==> src/rtl/uart_tx_ctrl.sv <==
// Sequencing controller for the UART transmitter output mux. It steps one frame
// START -> DATA (LSB first) -> optional PARITY -> STOP, advancing one bit per CLK.
module uart_tx_ctrl #(
  parameter int DATA_WIDTH = 8,
  parameter int STATEWIDTH = 3
) (
  input  logic                  CLK,
  input  logic                  RST,
  input  logic [DATA_WIDTH-1:0] P_DATA,
  input  logic                  DATA_VALID,
  input  logic                  PAR_EN,
  input  logic                  PAR_TYP,
  output logic [STATEWIDTH-1:0] mux_sel,
  output logic                  ser_data,
  output logic                  par_bit,
  output logic                  Busy
);

  localparam int               CNT_W    = (DATA_WIDTH > 1) ? $clog2(DATA_WIDTH) : 1;
  localparam logic [CNT_W-1:0] LAST_BIT = CNT_W'(DATA_WIDTH - 1);

  // Encodings double as the TX mux select codes.
  typedef enum logic [2:0] {
    S_IDLE   = 3'd0,
    S_START  = 3'd1,
    S_DATA   = 3'd2,
    S_PARITY = 3'd3,
    S_STOP   = 3'd4
  } state_e;

  state_e                  state_q;
  logic [STATEWIDTH-1:0]   mux_sel_q;
  logic [CNT_W-1:0]        cnt_q;
  logic [DATA_WIDTH-1:0]   shift_q;
  logic                    par_en_q;
  logic                    par_bit_q;
  logic                    busy_q;

  function automatic logic [STATEWIDTH-1:0] sel_of(input state_e s);
    return STATEWIDTH'(s);
  endfunction

  always_ff @(posedge CLK or negedge RST) begin
    if (!RST) begin
      state_q   <= S_IDLE;
      mux_sel_q <= '0;
      cnt_q     <= '0;
      shift_q   <= '0;
      par_en_q  <= 1'b0;
      par_bit_q <= 1'b0;
      busy_q    <= 1'b0;
    end else begin
      case (state_q)
        S_IDLE: begin
          if (DATA_VALID) begin
            shift_q   <= P_DATA;
            par_en_q  <= PAR_EN;
            par_bit_q <= (^P_DATA) ^ PAR_TYP;
            cnt_q     <= '0;
            state_q   <= S_START;
            mux_sel_q <= sel_of(S_START);
            busy_q    <= 1'b1;
          end
        end

        S_START: begin
          state_q   <= S_DATA;
          mux_sel_q <= sel_of(S_DATA);
        end

        S_DATA: begin
          // The shifter empties as the payload goes out, so ser_data idles at 0.
          shift_q <= shift_q >> 1;
          if (cnt_q == LAST_BIT) begin
            cnt_q <= '0;
            if (par_en_q) begin
              state_q   <= S_PARITY;
              mux_sel_q <= sel_of(S_PARITY);
            end else begin
              state_q   <= S_STOP;
              mux_sel_q <= sel_of(S_STOP);
            end
          end else begin
            cnt_q <= cnt_q + 1'b1;
          end
        end

        S_PARITY: begin
          state_q   <= S_STOP;
          mux_sel_q <= sel_of(S_STOP);
        end

        S_STOP: begin
          state_q   <= S_IDLE;
          mux_sel_q <= sel_of(S_IDLE);
          busy_q    <= 1'b0;
        end

        default: begin
          state_q   <= S_IDLE;
          mux_sel_q <= sel_of(S_IDLE);
          cnt_q     <= '0;
          busy_q    <= 1'b0;
        end
      endcase
    end
  end

  assign mux_sel  = mux_sel_q;
  assign ser_data = shift_q[0];
  assign par_bit  = par_bit_q;
  assign Busy     = busy_q;

endmodule

==> config.mk <==
export PLATFORM = sky130hd
export DESIGN_NAME = uart_tx_ctrl
export DESIGN_NICKNAME = d
export VERILOG_FILES = /design/src/rtl/uart_tx_ctrl.sv
export SDC_FILE = /design/constraint.sdc
export NUM_CORES = 1
export LEC_CHECK = 0
export BUFFER_PORTS_ARGS = -buffer_cell sky130_fd_sc_hd__buf_2
export CAP_MARGIN = 20
export CORE_MARGIN = 1.5
export CORE_UTILIZATION = 45
export DETAILED_ROUTE_END_ITERATION = 7
export MAX_ROUTING_LAYER = met4
export PLACE_DENSITY = 0.68
export SLEW_MARGIN = 20
export SYNTH_ARGS = -nofsm -noshare
export SYNTH_HDL_FRONTEND = slang
export SYNTH_SLANG_ARGS = --single-unit
==> constraint.sdc <==
create_clock -name CLK -period 3.59 [get_ports CLK]
set_clock_uncertainty 0.05 [all_clocks]
set_input_delay 0.359 -clock CLK [delete_from_list [all_inputs] [get_ports CLK]]
set_output_delay 0.359 -clock CLK [all_outputs]
set_load 0.1 [all_outputs]
==> results by group <==
Finish
  – Ratio of cells with drive above 1 in the final layout: 0.231
  – Diodes inserted: 0
  – Nets: 120
  – Commonest non-fill, non-tap cell in the layout: buf_2
  – Commonest non-fill, non-tap cells in the layout: 18 x buf_2, 17 x dfrtp_1, 12 x o21ai_0
  – Fin util: 0.572
  – P&R area growth vs syn: 16.4%
  – Non-Filler Instances: between 100 and 150
  – Layout fillers: roughly 170

Critical path
  – Worst setup path endpoint: mux_sel[0]
  – WP data arrival: 1.36 ns
  – Slowest stage delay, CP: roughly 0.58 ns
  – Worst Path Required: approximately 3.2 ns
  – Worst path slowest cell: dfrtp_1
  – CP Capture Type: output port
  – Reg2Reg Launch Point: mux_sel[2]$_DFFE_PN0P_
  – WP depth: 1
  – Worst path top cell family by delay: flip-flops
  – Worst path bufs/invs: 1
  – Crit Path Max Fanout: 11
  – Setup crit start: mux_sel[0]$_DFFE_PN0P_
  – Reg-to-Reg End: par_en_q$_DFFE_PN0P_
  – Worst-path cell chain: buf_2
  – Startpoint type of the worst setup path: register
  – R2R setup slack: 2.01 ns
  – Cells on worst reg2reg path: 3
  – Setup CP Type: reg -> out

Yosys
  – Post-synth EDFFs: 0
  – Mapped Nets: between 90 and 100
  – Fraction of registers with async set/reset: 1.00
  – #FFs+latches synth: 17
  – Post-Syn Area: between 800 and 900 sq um
  – Sequential element share of the synthesized area: 0.486
  – Yosys warns: 0
  – Post-Syn Area per Cell: approximately 10 sq um
  – Primary FF master, synth: dfrtp_1
  – Synth unique cells: 23
  – Post-Synthesis Cells: 84

CTS
  – Root buffer cell: clkbuf_4
  – Cts repair resizes: 0
  – Clock Tree Buf Depth: 2
  – Postcts setup bufs: 0
  – H-tree Lvls: 1
  – Clk pin slew, worst setup/hold paths: roughly 0.09 ns
  – CTS tree: built
  – CTS buffer count: 3
  – Clk sinks: 17
  – Clk Latency, worst-skew pair: roughly 0.28 ns

STA
  – Rel. slew slack: 0.483
  – Clock period minus worst slack: roughly 1.8 ns
  – # setup viols final: 0
  – RSZ-0062 raised after global routing: false
  – Worst Tran Pin Value: a little under 0.8 ns
  – Fin Hold WS: approximately 0.26 ns
  – Max Transition Viols Final: 0
  – Highest clock rate: about 560 MHz
  – Final hold vios: 0
  – Tcrit/Tclk final: 0.494
  – Sum of negative setup slack: 0 ns

Route
  – WL/cell: 12.7 microns
  – Drt first pass iters: 4
  – Iter 0 DRT Violations: 6
  – Number of vias per cell: ~5
  – Post-route DRC: 0
  – Via count: ~630
  – Antenna Nets Post-Route: 0
  – Total Wirelength: around 1.6 mm

Die
  – # IOs: 19
  – Die H: ~47 microns
  – Initial Utilization: 0.491
  – Die area: between 0.002 and 0.0025 sq mm
  – # rows: 15
  – Die X: between 40 and 50 microns
  – Core ar.: roughly 0.0018 sq mm

Placement
  – IO Port Bufs: 18
  – GP Congestion: 0.698
  – Dpl cells: approximately 120
  – DP HPWL: around 1.2 mm

GRT
  – Vias in the first global route: 599
  – First-pass GRT wire length: about 2.6 mm
  – Remaining global-route overflow: 0
  – Gr usage total: 0.183
  – Initial antenna violation count: 0
  – Pin count of the biggest net entering global routing: 18

Min path
  – Hold WC Path Type: in -> reg

Job
  – MaxCap Viol Count: 0

Power
  – Max IR drop VDD: around 0.57 mV
  – Power per Cell Area: 962 mW/mm^2
  – Lkg Pwr: between 0.5 and 0.6 nW

Outcome
  – Status: complete, no violations
power by group:
part	switching, W	internal, W	total [W]
registers	0.0000786	0.000280	0.000358
clock network	0.0000562	0.0000431	0.0000993
logic	0.000371	0.000153	0.000524
total	0.000506	0.000475	0.000981
final cells by class:
| cell class | instances | area [sq um] | share of cell area |
|---|---|---|---|
| tap | 25 | 31.3 | 0.0307 |
| multi-input combinational | 61 | 425 | 0.417 |
| clock buffer | 4 | 26.3 | 0.0258 |
| timing repair buffer | 19 | 100 | 0.0982 |
| sequential | 17 | 425 | 0.417 |
| inverter | 3 | 11.3 | 0.0110 |
cell usage after synthesis (2+ instances only):
| library cell | number | area [sq um] |
|---|---|---|
| o21ai_0 | 13 | 65.1 |
| a32oi_1 | 2 | 17.5 |
| buf_2 | 2 | 10.0 |
| nor3_1 | 2 | 10.0 |
| a21oi_1 | 2 | 10.0 |
| mux2i_1 | 9 | 90.1 |
| xor2_1 | 2 | 17.5 |
| dfrtp_1 | 17 | 425 |
| nor2_1 | 5 | 18.8 |
| xnor2_1 | 4 | 35.0 |
| inv_1 | 3 | 11.3 |
| nand2_1 | 11 | 41.3 |
| ha_1 | 2 | 25.0 |
layer usage:
layer  global-route usage  wire, microns  part of all wire  vias up
met4               0.0833             14            0.0085        0
met3               0.0346             51             0.031        2
met1                0.250            835              0.51      289
met5                    -              0                 0        -
li1                     -              -                 -      327
met2                0.263            738              0.45       13
stage by stage:
step | setup slack [ns] | power [W] | instance area, sq um
after detailed placement | 2.00 | 0.000887 | 983
after global placement | 1.74 | 0.000867 | 983
final | 1.82 | 0.000981 | 1020
after CTS | 1.80 | 0.000990 | 1020
after global routing | 1.76 | 0.00106 | 1020
after floorplan | 1.55 | 0.000788 | 876
timing repair:
item | 4_1_cts | 5_1_grt
hold buffers | 1 | 0
hold endpoints to repair | 17 | 0
setup endpoints to repair | 0 | 0
worst min-delay path by stage:
| stage | startpoint | to | slack (ns) | depth (start not counted) |
|---|---|---|---|---|
| 2_1_floorplan | RST | Busy$_DFFE_PN0P_ | 0.01 | 0 |
| 3_3_place_gp | RST | mux_sel[0]$_DFFE_PN0P_ | 0.25 | 1 |
| 3_5_place_dp | RST | mux_sel[0]$_DFFE_PN0P_ | 0.25 | 1 |
| 4_1_cts | PAR_EN | par_en_q$_DFFE_PN0P_ | 0.25 | 2 |
| 5_1_grt | PAR_EN | par_en_q$_DFFE_PN0P_ | 0.26 | 2 |
| 6_report | PAR_EN | par_en_q$_DFFE_PN0P_ | 0.26 | 2 |
sequential cells by signal, indices dropped and copies added, names as in the netlist:
register,count
shift_q,8
cnt_q,3
mux_sel,3
Busy,1
par_bit,1
par_en_q,1
cells by family after synthesis:
family,count (synthesis),share of synthesized area
multiplexers,10,0.120
XOR/XNOR,7,0.0857
flip-flops,17,0.486
AO/OA/AOI/OAI,18,0.113
adder cells (fa/ha/maj),2,0.0286
AND/OR/NAND/NOR,24,0.139
buffers and inverters,6,0.0286
Power figures use the tool's default switching activity.
